===== config.mk =====
export PLATFORM = sky130hd
export DESIGN_NAME = instr_encoder_loader
export DESIGN_NICKNAME = d
export VERILOG_FILES = /design/src/rtl/instr_encoder_loader.sv
export SDC_FILE = /design/constraint.sdc
export NUM_CORES = 1
export LEC_CHECK = 0
export BUFFER_PORTS_ARGS = -buffer_cell sky130_fd_sc_hd__buf_2
export CORE_AREA = 5 5 77 79
export CTS_CLUSTER_SIZE = 24
export DETAILED_ROUTE_END_ITERATION = 8
export DIE_AREA = 0 0 82 84
export GPL_ROUTABILITY_DRIVEN = 1
export MAX_ROUTING_LAYER = met4
export PLACE_DENSITY = 0.92
export SYNTH_ARGS = -nofsm -noshare
export SYNTH_HDL_FRONTEND = slang
export SYNTH_SLANG_ARGS = --single-unit

===== constraint.sdc =====
create_clock -name clk -period 4.9 [get_ports clk]
set_clock_uncertainty 0.2 [all_clocks]
set_input_delay 0.735 -clock clk [delete_from_list [all_inputs] [get_ports clk]]
set_output_delay 0.735 -clock clk [all_outputs]
set_load 0.05 [all_outputs]

===== src/rtl/instr_encoder_loader.sv =====
// -----------------------------------------------------------------------------
// instr_encoder_loader
//
// Encoder counterpart of the control-unit decoder. It accepts instruction
// field bundles from the loader source, packs each bundle into a 32-bit RV32I
// word, and writes the words into instruction memory at consecutive word
// addresses, starting at base_addr.
//
// State table:
//   state  | meaning
//   IDLE   | after reset; no load active, in_ready=0
//   LOAD   | accepting bundles, one imem write per accepted bundle
//   DONE   | load finished (in_last seen, address space exhausted, or
//          | base_addr out of range); in_ready=0, waits for start
//
// Ports:
//   clk, rst                  clock, synchronous active-high reset
//   start, base_addr          begin (or restart) a load at base_addr
//   in_valid/in_ready/in_last bundle handshake and end-of-program marker
//   in_class, in_f3, in_f7b,
//   in_rd, in_rs1, in_rs2,
//   in_imm                    instruction fields (in_imm: signed, byte units)
//   imem_we/addr/wdata        imem write port
//   busy, done                FSM in LOAD / FSM in DONE
//   full                      sticky: stopped at the end of the address space
//   err                       sticky: an illegal or out-of-range bundle was
//                             replaced by a NOP
// -----------------------------------------------------------------------------
module instr_encoder_loader #(
    parameter int ADDR_W = 8,
    parameter int DEPTH  = 256
) (
    input  logic              clk,
    input  logic              rst,
    input  logic              start,
    input  logic [ADDR_W-1:0] base_addr,
    input  logic              in_valid,
    output logic              in_ready,
    input  logic              in_last,
    input  logic [2:0]        in_class,
    input  logic [2:0]        in_f3,
    input  logic              in_f7b,
    input  logic [4:0]        in_rd,
    input  logic [4:0]        in_rs1,
    input  logic [4:0]        in_rs2,
    input  logic [20:0]       in_imm,
    output logic              imem_we,
    output logic [ADDR_W-1:0] imem_addr,
    output logic [31:0]       imem_wdata,
    output logic              busy,
    output logic              done,
    output logic              full,
    output logic              err
);

    typedef enum logic [1:0] {
        S_IDLE = 2'd0,
        S_LOAD = 2'd1,
        S_DONE = 2'd2
    } state_t;

    localparam logic [2:0] CLS_R   = 3'd0;
    localparam logic [2:0] CLS_I   = 3'd1;
    localparam logic [2:0] CLS_LW  = 3'd2;
    localparam logic [2:0] CLS_SW  = 3'd3;
    localparam logic [2:0] CLS_BEQ = 3'd4;
    localparam logic [2:0] CLS_JAL = 3'd5;

    localparam logic [6:0] OP_R   = 7'b0110011;
    localparam logic [6:0] OP_I   = 7'b0010011;
    localparam logic [6:0] OP_LW  = 7'b0000011;
    localparam logic [6:0] OP_SW  = 7'b0100011;
    localparam logic [6:0] OP_BR  = 7'b1100011;
    localparam logic [6:0] OP_JAL = 7'b1101111;

    localparam logic [31:0] NOP_WORD = 32'h0000_0013;

    // One extra bit so base_addr can be compared against DEPTH even when
    // DEPTH == 2**ADDR_W.
    localparam logic [ADDR_W:0]   DEPTH_X   = DEPTH[ADDR_W:0];
    localparam logic [ADDR_W-1:0] LAST_ADDR = ADDR_W'(DEPTH - 1);

    state_t            state;
    logic [ADDR_W-1:0] ptr;
    logic              we_q;

    logic [31:0] enc_word;
    logic        enc_bad;
    logic        imm_fits12;
    logic        imm_fits13;
    logic        is_shift;
    logic        base_oob;
    logic        accept;

    // -------------------------------------------------------------------------
    // Field packing and legality check
    // -------------------------------------------------------------------------
    assign imm_fits12 = (in_imm[20:11] == {10{in_imm[11]}});
    assign imm_fits13 = (in_imm[20:12] == {9{in_imm[12]}});
    assign is_shift   = (in_f3 == 3'b001) || (in_f3 == 3'b101);

    always_comb begin
        enc_word = NOP_WORD;
        enc_bad  = 1'b0;
        case (in_class)
            CLS_R: begin
                enc_word = {1'b0, in_f7b, 5'b00000, in_rs2, in_rs1, in_f3, in_rd, OP_R};
            end
            CLS_I: begin
                if (is_shift) begin
                    // Shift-immediate: shamt in imm[4:0], SRAI selected by f7b.
                    enc_bad  = (in_imm[20:5] != '0);
                    enc_word = {1'b0, in_f7b, 5'b00000, in_imm[4:0], in_rs1, in_f3, in_rd, OP_I};
                end else begin
                    enc_bad  = !imm_fits12;
                    enc_word = {in_imm[11:0], in_rs1, in_f3, in_rd, OP_I};
                end
            end
            CLS_LW: begin
                enc_bad  = !imm_fits12;
                enc_word = {in_imm[11:0], in_rs1, 3'b010, in_rd, OP_LW};
            end
            CLS_SW: begin
                enc_bad  = !imm_fits12;
                enc_word = {in_imm[11:5], in_rs2, in_rs1, 3'b010, in_imm[4:0], OP_SW};
            end
            CLS_BEQ: begin
                enc_bad  = !imm_fits13 || in_imm[0];
                enc_word = {in_imm[12], in_imm[10:5], in_rs2, in_rs1, 3'b000,
                            in_imm[4:1], in_imm[11], OP_BR};
            end
            CLS_JAL: begin
                enc_bad  = in_imm[0];
                enc_word = {in_imm[20], in_imm[10:1], in_imm[11], in_imm[19:12], in_rd, OP_JAL};
            end
            default: begin
                enc_bad = 1'b1;
            end
        endcase
        // Bad bundles still occupy their slot so the program layout is kept.
        if (enc_bad) begin
            enc_word = NOP_WORD;
        end
    end

    // -------------------------------------------------------------------------
    // Load sequencer
    // -------------------------------------------------------------------------
    assign base_oob = ({1'b0, base_addr} >= DEPTH_X);

    // start wins over a bundle offered in the same cycle: the restart
    // repositions the pointer and that bundle is not taken.
    assign accept = (state == S_LOAD) && in_valid && !start;

    always_ff @(posedge clk) begin
        if (rst) begin
            state      <= S_IDLE;
            ptr        <= '0;
            we_q       <= 1'b0;
            imem_addr  <= '0;
            imem_wdata <= '0;
            in_ready   <= 1'b0;
            busy       <= 1'b0;
            done       <= 1'b0;
            full       <= 1'b0;
            err        <= 1'b0;
        end else begin
            we_q <= 1'b0;
            if (start) begin
                ptr <= base_addr;
                err <= 1'b0;
                if (base_oob) begin
                    state    <= S_DONE;
                    full     <= 1'b1;
                    in_ready <= 1'b0;
                    busy     <= 1'b0;
                    done     <= 1'b1;
                end else begin
                    state    <= S_LOAD;
                    full     <= 1'b0;
                    in_ready <= 1'b1;
                    busy     <= 1'b1;
                    done     <= 1'b0;
                end
            end else if (accept) begin
                we_q       <= 1'b1;
                imem_addr  <= ptr;
                imem_wdata <= enc_word;
                ptr        <= ptr + 1'b1;
                if (enc_bad) begin
                    err <= 1'b1;
                end
                // The write to the last word ends the load; in_ready drops in
                // the same cycle the write is presented.
                if (in_last || (ptr == LAST_ADDR)) begin
                    state    <= S_DONE;
                    full     <= !in_last;
                    in_ready <= 1'b0;
                    busy     <= 1'b0;
                    done     <= 1'b1;
                end
            end
        end
    end

    // Reset squashes a write already registered for this cycle, so a reset
    // arriving right after an accept produces no write at all.
    assign imem_we = we_q && !rst;

endmodule

# Word level (Yosys, flattened, before mapping)
# Index checks and enable logic that the tools add are counted.
[classes] eq_ne=11 bitwise_logic=1 n_mul=0 n_mux=14 shifts=0 reduce_logical=21 div_mod_pow=0 n_lt_le_gt_ge=0 addsub=1
[op_table] cell="$pmux 32 s6" n=1
[op_table] cell="$mux 32" n=2
[op_table] cell="$mux 8" n=2
[op_table] cell="$reduce_bool 16->1" n=1
[op_table] cell="$eq 3x3->1 const B" n=3
[op_table] cell="$eq 9x9->1" n=1
[op_table] cell="$add 8x1->8 const B" n=1
[op_table] cell="$eq 8x8->1" n=1
[op_table] cell="$eq 8x8->1 const B" n=1
[op_table] cell="$mux 1" n=8
[op_table] cell="$reduce_and 2->1" n=4
[op_table] cell="$eq 3x1->1 const B" n=2
[op_table] cell="$eq 3x2->1 const B" n=2
[op_table] cell="$logic_not 1->1" n=5
[op_table] cell="$pmux 1 s5" n=1
[op_table] cell="$reduce_bool 2->1" n=2
[op_table] cell="$reduce_or 2->1" n=2
[op_table] cell="$logic_and 1x1->1" n=3
[op_table] cell="$logic_not 3->1" n=1
[op_table] cell="$logic_or 1x1->1" n=3
[op_table] cell="$eq 2x1->1 const B" n=1
[op_table] cell="$not 1->1" n=1
[word_totals] latch_bits=0 n_memories=0 output_inout_bits=46 mem_bits_rw=0 mem_bits_ro=0 input_bits=56 word_cells=57 register_bits=54

# Depth between registers and ports, before layout
# Gate-level depths: netlist of run 1.
[depth] ltp_word=5 mapped_depth=8 ltp_nobuf=7

# Least setup slack after synthesis of run 1
# OpenSTA, ideal clock, no wires.
[synth_timing] kind="input-to-output" startpoint="input port rst" endpoint="output port imem_we" arrival_ps=1774 slack_ps=2191 n_path_buf=2 required_ps=3965 path_stages=3 path_cell_list="clkbuf_1 clkbuf_1 nor2b_1"
[synth_between] elab_chain_len=2
[synth_lines] item="from (decl)" line_no="34" text="input logic rst,"
[synth_lines] item="$logic_not 1->1" line_no="208" text="assign imem_we = we_q && !rst;"
[synth_lines] item="$logic_and 1x1->1" line_no="208"
[synth_lines] item="to (decl)" line_no="47" text="output logic imem_we,"
# No other way between the ends.

# Final worst setup path of run 1
[layout_timing] startpoint="input port in_class[0]" endpoint="register imem_wdata[14]"
[layout_between] elab_chain_len=4 elab_cells_between_ends=10 classes_between="eq/ne: 5; mux: 3; reduce/logical: 2"
[layout_lines] item="from (decl)" line_no="40" text="input logic [2:0] in_class,"
[layout_lines] item="$eq 3x2->1" line_no="105" text="case (in_class)"
[layout_lines] item="$reduce_or 2->1 (no source line)"
[layout_lines] item="$pmux 1 s5" line_no="105"
[layout_lines] item="$mux 32 (*)" line_no="141" text="if (enc_bad) begin"
[layout_lines] item="to (signal assigned)" line_no="188" text="imem_wdata <= enc_word;"
[layout_lines] item="to (decl)" line_no="49" text="output logic [31:0] imem_wdata,"
# Mark *: on every way between the ends. The rest lies on a longest branch, timed or not.
# A chain may end at the register's enable or synchronous reset.

==> results of run 1 <==
[state kept, by name, indices dropped and copies added, names as in the netlist]
signal      cells
imem_addr       8
ptr             8
err             1
full            1
state           2
we_q            1
imem_wdata     30
[placed cells by master, fill, tap and decap left out, drive strengths merged, types with 2 or more instances in the layout]
cell type,count
buf,101
dfxtp,51
a22o,28
a21oi,24
nand2,23
nor2,21
nor2b,16
mux2i,15
o22ai,10
xnor2,7
o2bb2ai,6
a31oi,6
inv,5
nor3,5
clkbuf,5
o21ai,5
nand2b,4
and4,4
a22oi,4
nor4,4
a32o,3
nand3,3
a211oi,2
and2,2
nand4,2
ha,2
nor4b,2
[through the flow]
stage	power, mW	std cells
final	0.864	447
after global routing	0.899	447
after CTS	0.867	447
after detailed placement	0.587	440
after global placement	0.583	440
after floorplan	0.539	291
[critical path, cell delays in order]
cell and delay, ns:
buf_2 0.59, nor2b_1 0.24, o2bb2ai_1 0.18, a22o_1 0.25, nor4b_4 1.00, a32o_1 0.29
[cell type report]
class,instances,area share [%]
Clock buffer,5,2.16
Clock inverter,2,1.18
Inverter,6,0.707
Multi-Input combinational cell,210,45.2
Sequential cell,51,32.1
Tap cell,72,2.83
Timing Repair Buffer,101,15.9
[layer usage]
| layer | up-vias | track usage (%) | routed length, um |
|---|---|---|---|
| met5 | - | - | 0 |
| met4 | 0 | 6.50 | 93 |
| met3 | 10 | 4.64 | 482 |
| met2 | 104 | 34.1 | 3400 |
| met1 | 1127 | 25.0 | 2920 |
| li1 | 1241 | - | - |
[final timing paths]
path	cells after the start	to	start	slack, ns
max	6	imem_wdata[14]	in_class[0]	1.64
min	2	imem_addr[6]	imem_addr[6]	0.26
max reg2reg	4	imem_wdata[14]	state[1]	2.20
min reg2reg	2	imem_addr[6]	imem_addr[6]	0.26
[kinds of logic after synthesis]
group	Yosys count	share of synthesized area (%)
AOI/OAI and AO/OA	95	26.5
xor gates and xnor gates	8	2.70
adders and majority gates	2	0.963
buffers and inverters	30	5.39
DFF	51	39.3
muxes	15	5.78
and+or+nand+nor	90	19.3
[power by group through the flow]
| stage | clock network, mW | registers, mW | logic (mW) |
|---|---|---|---|
| floorplan | 0 | 0.455 | 0.0846 |
| global placement | 0 | 0.440 | 0.143 |
| detailed placement | 0 | 0.440 | 0.147 |
| CTS | 0.288 | 0.431 | 0.148 |
| global route | 0.306 | 0.432 | 0.161 |
| finish | 0.284 | 0.431 | 0.149 |
==> results summary, run 1 <==
The pin count of the biggest net entering global routing is 43. By count the netlist is led by dfxtp_1, a22o_1, a21oi_1. The remaining global-route overflow is 0. After technology mapping, the gate count stands at 291. The number of antenna violations at the first check in global routing is 0. The level count of the clock H-tree came out at 2. For this run, the detailed router's first-pass iteration total came to 4.

The endpoint class of the critical path is a register. The via count of the first global-routing pass came out at 2449. After detailed placement, the total cell area comes to 0.00308 mm2. For this design the static power due to leakage is 1.43 nW. Derived from the worst setup path, the maximum achievable clock frequency is 307 MHz.

The area occupied by multi-input gates is 0.00144 mm2. Data on the critical path is required at its endpoint by 4.94 ns. Per report_power, the clock group accounts for 32.9% of the total. The area of the placeable core came out at 0.00527 mm2. The number of DRC violations after detailed routing is 0. The worst setup slack after placement is 1.38 ns.

The share of the Yosys chip area taken by registers is 39.3%. Of all nets on the critical path, the largest fanout is 42. By area the synthesized netlist is led by dfxtp_1, a22o_1, mux2i_1. The layout filler cell count came out at 485. The synthesized area is 0.00260 mm2.

STA classifies the critical path startpoint as a primary input. The number of endpoints failing setup at the final stage is 0. Setup repair after global routing left no endpoint under its margin. The wire length after detailed routing is 6890 um.

The number of port buffers came out at 101. The row count came out at 27. The hold violation count in the final report is 0. The internal power contribution is 0.629 mW. The CTS buffer count came out at 5. Among all cell types in the netlist, the one instantiated most often is dfxtp_1. The fraction of power spent switching nets is 27.3%. The die covers 0.00689 mm2.

The effective utilization at floorplan came out at 49.3%. The worst-case headroom to the max-slew limit came out at 23.0%. Dividing the detail-routed via count by the number of cells gives 5.55. The sequential cell area came out at 0.00102 mm2. The arrival time of data at the critical path endpoint came out at 3.30 ns. The HPWL after detailed placement is 5190 um. The buffer levels on the longest clock path came out at 2. TritonCTS built the clock tree. The mean instance size in the synthesized netlist is 8.93 um2. The biggest area contributor in the post-synthesis netlist is dfxtp_1. The final design area excluding fillers came out at 0.00318 mm2. The clock-pin transition on the worst setup and hold timing paths came out at 0.09 ns.

The tool flagged a number of max-cap violations equal to 0. Dividing the detail-routed wire length by the instance count gives 15.4 um. The slew of the pin with the lowest slew margin came out at 1.15 ns. The sum of negative setup slack is 0 ns. For this run, the leading register cell type out of synthesis is dfxtp_1. The number of nets in the final layout is 433.

In this run, post-CTS repair resized a total of 0 instances. The flow ran to the end, and the final reports show no timing, DRC or antenna violations. The count of antenna diodes in the layout is 0. The max-slew violation count is 0. The part of the power in combinational logic is 17.3%. The final critical-path share of the clock period came out at 66.5%.

The flip-flop and latch count after synthesis is 51. The number of top-level pins is 102. The largest voltage drop on the vdd net came out at 121 uV.

The number of synthesis warnings is 0. The worst-case setup margin in the final layout is 1.64 ns. The relative contribution of sequential cells to total power is 49.8%. The final estimated routing congestion in global placement came out at 0.840.

Cells with a size suffix above 1 make up 30.4% of the layout. Hold repair after CTS inserted 0 buffers. The worst hold slack is 0.258 ns.

The number of nets with antenna violations after routing is 0. After layout, the minimum clock period comes to 3.26 ns. The top cell type's share of synthesized area came out at 39.3%. The routed layout has 2482 vias. The number of DRC markers in iteration 0 is 113. In the synthesized netlist the async set-or-reset flop fraction comes to 0%. The post-route core utilization came out at 60.4%.

The power per cell area is 271 mW/mm2. The buffers inserted during post-CTS setup optimization came out at 0. The die is 84 um tall. The number of nets produced by synthesis is 349. The total clock sinks is 51. The switching power is 0.236 mW. The number of different library cells used by synthesis comes to 46. The total global-route track usage came out at 20.8%. The die span in x came out at 82 um. The tightest min-delay check is of the reg -> reg type. The source-to-sink clock delay at the later pin of the worst-skew pair is 0.30 ns.

In this run the clock root is driven by a clkbuf_8. The number of enable flip-flop cells after synthesis is 0. The critical path is of the in -> reg type. The global-route wire length before repair is 11100 um. From synthesis to final layout, the design area changed by 22.6%.
No activity file was read; power rests on OpenSTA's default activity.
==> run 2, diff against run 1 <==
--- a/config.mk
+++ b/config.mk
@@ -6,13 +6,13 @@
 export NUM_CORES = 1
 export LEC_CHECK = 0
 export BUFFER_PORTS_ARGS = -buffer_cell sky130_fd_sc_hd__buf_2
-export CORE_AREA = 5 5 77 79
+export CORE_AREA = 5 5 83 85
 export CTS_CLUSTER_SIZE = 24
 export DETAILED_ROUTE_END_ITERATION = 8
-export DIE_AREA = 0 0 82 84
+export DIE_AREA = 0 0 88 90
 export GPL_ROUTABILITY_DRIVEN = 1
 export MAX_ROUTING_LAYER = met4
-export PLACE_DENSITY = 0.92
+export PLACE_DENSITY = 0.84
 export SYNTH_ARGS = -nofsm -noshare
 export SYNTH_HDL_FRONTEND = slang
 export SYNTH_SLANG_ARGS = --single-unit
==> constraint.sdc (replaced) <==
create_clock -name clk -period 2.9 [get_ports clk]
set_clock_uncertainty 0.2 [all_clocks]
set_input_delay 0.435 -clock clk [delete_from_list [all_inputs] [get_ports clk]]
set_output_delay 0.435 -clock clk [all_outputs]
set_load 0.05 [all_outputs]
==> results summary, run 2 (synthesis gave the netlist of run 1 again) <==
The run finished with clean final reports. The detailed-router iteration count before antenna repair is 4. The via count of the first global-routing pass is 2442. The number of endpoints failing setup at the final stage is 0. The post-route core utilization came out at 53.1%.

For this block, the routed nets add up to 7170 um of wire. TritonCTS built the clock tree. The CTS buffer count came out at 5. The average vias per placed instance is 5.49. Measured along the y axis, the die boundary spans 90 um.

In this run the worst path has a maximum fanout of 12. The final standard cell count with taps included and fillers excluded is 461. In this run the most used layer during global routing was met2. The flip-flop count of the largest register, all copies and words added is 30. The critical path launch point type is a primary input. Across the VDD grid, the largest voltage drop is 251 uV.

The repair_antennas step left the layout with diodes totalling 0. The part of the power in combinational logic came out at 18.7%. The max-slew violation count was 0. The static leakage power came out at 1.47 nW. The library cell used as clock root buffer is clkbuf_8.

The source-to-sink clock delay at the later pin of the worst-skew pair is 0.30 ns. The number of antenna violations at the first check in global routing came out at 0. Leaving out fill and tap cells, the most frequent cells in the layout are buf_2, dfxtp_1, a22o_1, a21oi_1, nand2_1.

The post-synthesis to final-layout area growth is 25.3%. The remaining global-route overflow came out at 0. The level count of the clock H-tree is 2. On the final layout, the worst hold slack is 0.150 ns.

The row count is 29. The die outline area is 0.00792 mm2. The worst-case headroom to the max-slew limit came out at 20.6%.

The number of DRC violations after detailed routing came out at 0. Clock-pin slew was measured on the worst setup and hold paths at 0.09 ns. The arrival time of data at the critical path endpoint is 2.45 ns.

Max-cap violations in this run came to 0. The hold violation count in the final report is 0. Setup repair after global routing left no endpoint under its margin. The register containing the most flip-flops in the final layout is imem_wdata. The effective utilization at floorplan is 42.4%.

STA classifies the critical path endpoint as a register. Entering global routing, the biggest net connects 33 pins. The number of nets with antenna violations after routing came out at 0. The fraction of power spent switching nets is 28.2%.

The die span in x is 88 um. The power per cell area came out at 430 mW/mm2. The routed layout has 2533 vias. The final critical-path share of the clock period is 83.2%.

The layout filler cell count came out at 584. The min-delay analysis places its worst path in the category in -> reg. At the pin with the least slew margin, the transition time is 1.19 ns. The HPWL after detailed placement came out at 5420 um. 102 I/O pins were placed. The worst path meets setup with 0.486 ns of slack. The detailed router finished its first iteration with 109 violations. The number of nets in the final layout is 442. After floorplanning, the core was sized to cover 0.00613 mm2. The met3 usage in global routing came out at 4.02%. For this run, global-route usage on met1 was measured as 24.9%. The switching power is 0.395 mW. The relative contribution of sequential cells to total power is 52.0%. The class of the most critical setup path is in -> reg. After detailed placement, the design holds a cell count of 453. The number of port buffers is 101. The worst setup slack after placement came out at -0.0830 ns. The total clock sinks came out at 51. The clock group share of total power came out at 29.3%.

The share of final-layout standard cells stronger than drive strength 1 is 32.0%. The fmax is 414 MHz. The final estimated routing congestion in global placement is 0.913. In the final layout, the registers with the most flip-flops are imem_wdata x30, imem_addr x8, ptr x8.

The post-detailed-route wirelength per cell is 15.6 um. For this run, the total global-route usage over all layers was measured as 18.6%. Global routing consumed, on the met2 layer, 28.6% of the routing resources.

The data required time at the worst endpoint came out at 2.94 ns. The internal power contribution came out at 1.00 mW. The most common cell after layout, fill and taps aside is buf_2. The routed design could run at a clock period as short as 2.41 ns.

Power comes to 1.40 mW. The first global-routing pass estimated 11700 um of wire. The buffers inserted during post-CTS setup optimization came out at 0. The longest clock path from root to sink contains 2 buffers.
run 2: changes by cell type in the layout (fill, tap and decap cells not counted):
cell	delta
buf_4	+8
clkbuf_8	+1
clkinv_2	+1
bufinv_16	-1
nor4b_4	+1
clkinvlp_4	-1
run 2: path summary, 6_finish.rpt:
| kind | startpoint | end | slack, ns | cells after the start |
|---|---|---|---|---|
| worst min-delay path | in_last | full | 0.15 | 2 |
| worst max register to register | state[1] | imem_wdata[6] | 0.55 | 4 |
| worst min register to register | imem_addr[5] | imem_addr[5] | 0.26 | 2 |
| worst max-delay path | in_imm[11] | imem_wdata[14] | 0.49 | 8 |
run 2: per-stage QoR:
stage               TNS (ns)  instance area, um2
floorplan                  0                2600
global placement           0                3140
detailed placement    -0.896                3140
CTS                        0                3230
global route               0                3260
finish                     0                3260
run 2: final cells by class:
| type | instances | area, um2 | share of cell area [%] |
|---|---|---|---|
| repair buffers | 109 | 566 | 17.4 |
| clock inverters | 1 | 5.00 | 0.154 |
| multi-input cells | 211 | 1460 | 44.9 |
| well taps | 77 | 96.3 | 2.96 |
| inverters | 6 | 22.5 | 0.692 |
| flip-flops and latches | 51 | 1020 | 31.4 |
| clock buffers | 6 | 82.6 | 2.54 |
run 2: critical path: stages:
cell     delay (ns)
buf_2          0.13
inv_1          0.08
ha_1           0.15
nor4b_1        0.24
nand2_1        0.09
a22o_1         0.33
nor4b_4        0.74
a32o_1         0.27
run 2: power groups by stage:
stage	logic, mW	clock network [mW]	registers [mW]
global placement	0.251	0	0.743
global route	0.288	0.455	0.730
detailed placement	0.257	0	0.744
CTS	0.258	0.424	0.727
finish	0.262	0.410	0.727
floorplan	0.143	0	0.768
run 2: repair_timing:
| action | 4_1_cts | 5_1_grt |
|---|---|---|
| gates resized for setup | 0 | 1 |
| hold buffers | 0 | 0 |
| endpoints found under the setup margin | 0 | 23 |
run 2: routing by layer:
layer | part of all wire, % | vias up
li1 | - | 1263
met2 | 47 | 97
met4 | 1.1 | 0
met1 | 44 | 1167
met5 | 0 | -
met3 | 7.5 | 6
==> run 3, diff against run 2 <==
==> constraint.sdc (replaced) <==
create_clock -name clk -period 2.15 [get_ports clk]
set_clock_uncertainty 0.2 [all_clocks]
set_input_delay 0.3225 -clock clk [delete_from_list [all_inputs] [get_ports clk]]
set_output_delay 0.3225 -clock clk [all_outputs]
set_load 0.05 [all_outputs]
==> results summary, run 3 (synthesis gave the netlist of run 1 again) <==
At the pin with the least slew margin, the transition time is 0.640 ns. After detailed routing, the average wire length per cell comes to 15.4 um. The total clock sinks came out at 51.

The worst hold-check path type is in -> reg. The maximum fanout encountered on the critical timing path is 15. The total of hold buffers inserted after clock tree synthesis is 0.

Global routing used 19.1% of the available tracks. The source-to-sink clock delay at the later pin of the worst-skew pair came out at 0.29 ns. In this run the most critical hold path is launched from in_last. The share of final-layout standard cells stronger than drive strength 1 came out at 33.5%. The critical path launch point type is a primary input. After clock tree synthesis, the repair step resized 0 gates. The worst path uses 90.8% of the clock period.

The data required time at the worst endpoint came out at 2.19 ns. The row count is 29. The logic depth of the worst register-to-register path is 5. The endpoint identified for the worst register-to-register timing path is imem_wdata[3]. The CTS buffer count came out at 5. The detailed-router iteration count before antenna repair came out at 4. The setup slack on the worst flop-to-flop path came out at 0.43 ns.

The worst-case setup margin in the final layout came out at 0.198 ns. The most common cell after layout, fill and taps aside is buf_2. The via count of the first global-routing pass was 2548.

The pin count of the biggest net entering global routing came out at 34. The number of DRC markers in iteration 0 is 108. Ranked by flip-flop count, first place goes to imem_wdata. The final design area excluding fillers came out at 0.00332 mm2. The worst-case headroom to the max-slew limit came out at 57.2%. The library cells used most frequently in the layout, excluding fill and tap cells, are buf_2, dfxtp_1, a22o_1, a21oi_1, nand2_1. The worst hold path passes through 2 cells. The flow ran to the end, and the final reports show no timing, DRC or antenna violations. The die span in x came out at 88 um.

The static leakage power is 1.52 nW. The critical path is of the in -> reg type. The hold violation count in the final report was 0. CTS placed an instance of clkbuf_8 at the clock tree root.

The number of nets in the final layout is 451. The max-slew violation count came out at 0. Summed over all layers, the global routing overflow is 0. The final standard cell count with taps included and fillers excluded is 471. Setup repair after global routing left no endpoint under its margin.

The HPWL after detailed placement is 5730 um. Summing all multi-input logic gate instances after layout gives 0.00144 mm2. The die outline area came out at 0.00792 mm2. During I/O placement, the number of pins put on the boundary was 102. The number of endpoints failing setup at the final stage is 0. The register with the most flip-flops in the layout has 30 of them. The via total after detailed routing is 2608. The global-route layer with the greatest usage is met2. The final estimated routing congestion in global placement came out at 0.889.

The met2 routing resource usage after global routing came out at 29.9%. The CTS tree is done. The sequential cell area came out at 0.00102 mm2. The area of the placeable core came out at 0.00613 mm2.

The number of antenna violations at the first check in global routing is 0. Once placement finished, the instance area stood at 0.00322 mm2. The worst setup slack after placement is -0.103 ns. For hold timing, the worst endpoint is full. The sum of negative setup slack is 0 ns. The detail route stage leaves a number of antenna-violating nets equal to 0. The number of port buffers is 101.

The level count of the clock H-tree came out at 2. The average vias per placed instance came out at 5.54. The count of antenna diodes in the layout is 0. The number of DRC violations after detailed routing is 0. STA classifies the critical path endpoint as a register.

The worst register-to-register path begins at state[0]. The clock-pin transition on the worst setup and hold timing paths is 0.09 ns. The buffers inserted during post-CTS setup optimization came out at 0. The global-route wire length before repair is 12200 um. The post-route core utilization came out at 54.2%.

The met3 usage in global routing is 3.84%. Max-cap violations in this run came to 0. The largest voltage drop on the vdd net is 337 uV.

For this design the ratio of total power to cell area is 584 mW/mm2. After filler insertion, the fill cell instance count of the layout stands at 579. The chip height came out at 90 um. The wire length after detailed routing came out at 7260 um. The fmax came out at 512 MHz. Subtracting the final worst setup slack from the clock period gives 1.95 ns. The met1 capacity usage during global routing came out at 25.3%.

The largest registers in the layout are imem_wdata x30, imem_addr x8, ptr x8. The post-synthesis to final-layout area growth is 28.0%. Once the floorplan was initialized, standard cells occupied 42.4% of the core. STA puts the critical path data arrival time at 1.99 ns. The total placed cells including tap cells came out at 463. The buffer levels on the longest clock path came out at 2.
==> run 3: cell types whose count changed in the layout (fill, tap and decap cells not counted) <==
cell	delta
buf_4	+10
clkbuf_1	+1
clkbuf_8	+1
clkinv_2	-1
nor2_2	-1
nor2_4	+1
nor4b_4	-1
==> run 3: area by class of cell <==
cell class,count,share of cell area [%]
Inverter,6,0.677
Tap cell,77,2.90
Clock buffer,8,3.01
Multi-Input combinational cell,210,43.4
Timing Repair Buffer,119,19.3
Sequential cell,51,30.7
==> run 3: power by group <==
| part | switching [mW] | total (mW) | internal, mW |
|---|---|---|---|
| sequential | 0.0177 | 0.982 | 0.964 |
| combinational | 0.218 | 0.365 | 0.148 |
| clock | 0.301 | 0.595 | 0.294 |
| total | 0.536 | 1.94 | 1.41 |
==> run 3: worst max-delay path by stage <==
stage                      to  startpoint  depth (start not counted)
6_report        imem_wdata[3]  in_imm[13]                          7
5_1_grt        imem_wdata[27]  in_imm[11]                         10
4_1_cts         imem_wdata[7]    state[1]                          4
3_5_place_dp    imem_wdata[3]  in_imm[13]                          7
3_3_place_gp   imem_wdata[29]  in_imm[11]                         10
2_1_floorplan  imem_wdata[15]    state[1]                          5
==> run 3: worst max-delay path, cell delays in order <==
cell,delay [ns]
buf_2,0.11
nor4_2,0.34
nand2_1,0.12
o311a_4,0.35
nor4b_4,0.31
buf_4,0.25
a32o_1,0.18
==> run 3: per-stage QoR <==
step	hold slack (ns)	total power, mW
after global routing	0.0441	2.04
after detailed placement	0.245	1.37
final	0.0420	1.94
after CTS	0.0294	1.95
after floorplan	0.206	1.23
after global placement	0.239	1.35
==> run 3: metal layers <==
| layer | share of wire (%) | vias up | wire [um] |
|---|---|---|---|
| met1 | 44 | 1217 | 3170 |
| met5 | 0 | - | 0 |
| li1 | - | 1283 | - |
| met4 | 1.5 | 0 | 111 |
| met3 | 6.8 | 12 | 497 |
| met2 | 48 | 96 | 3480 |
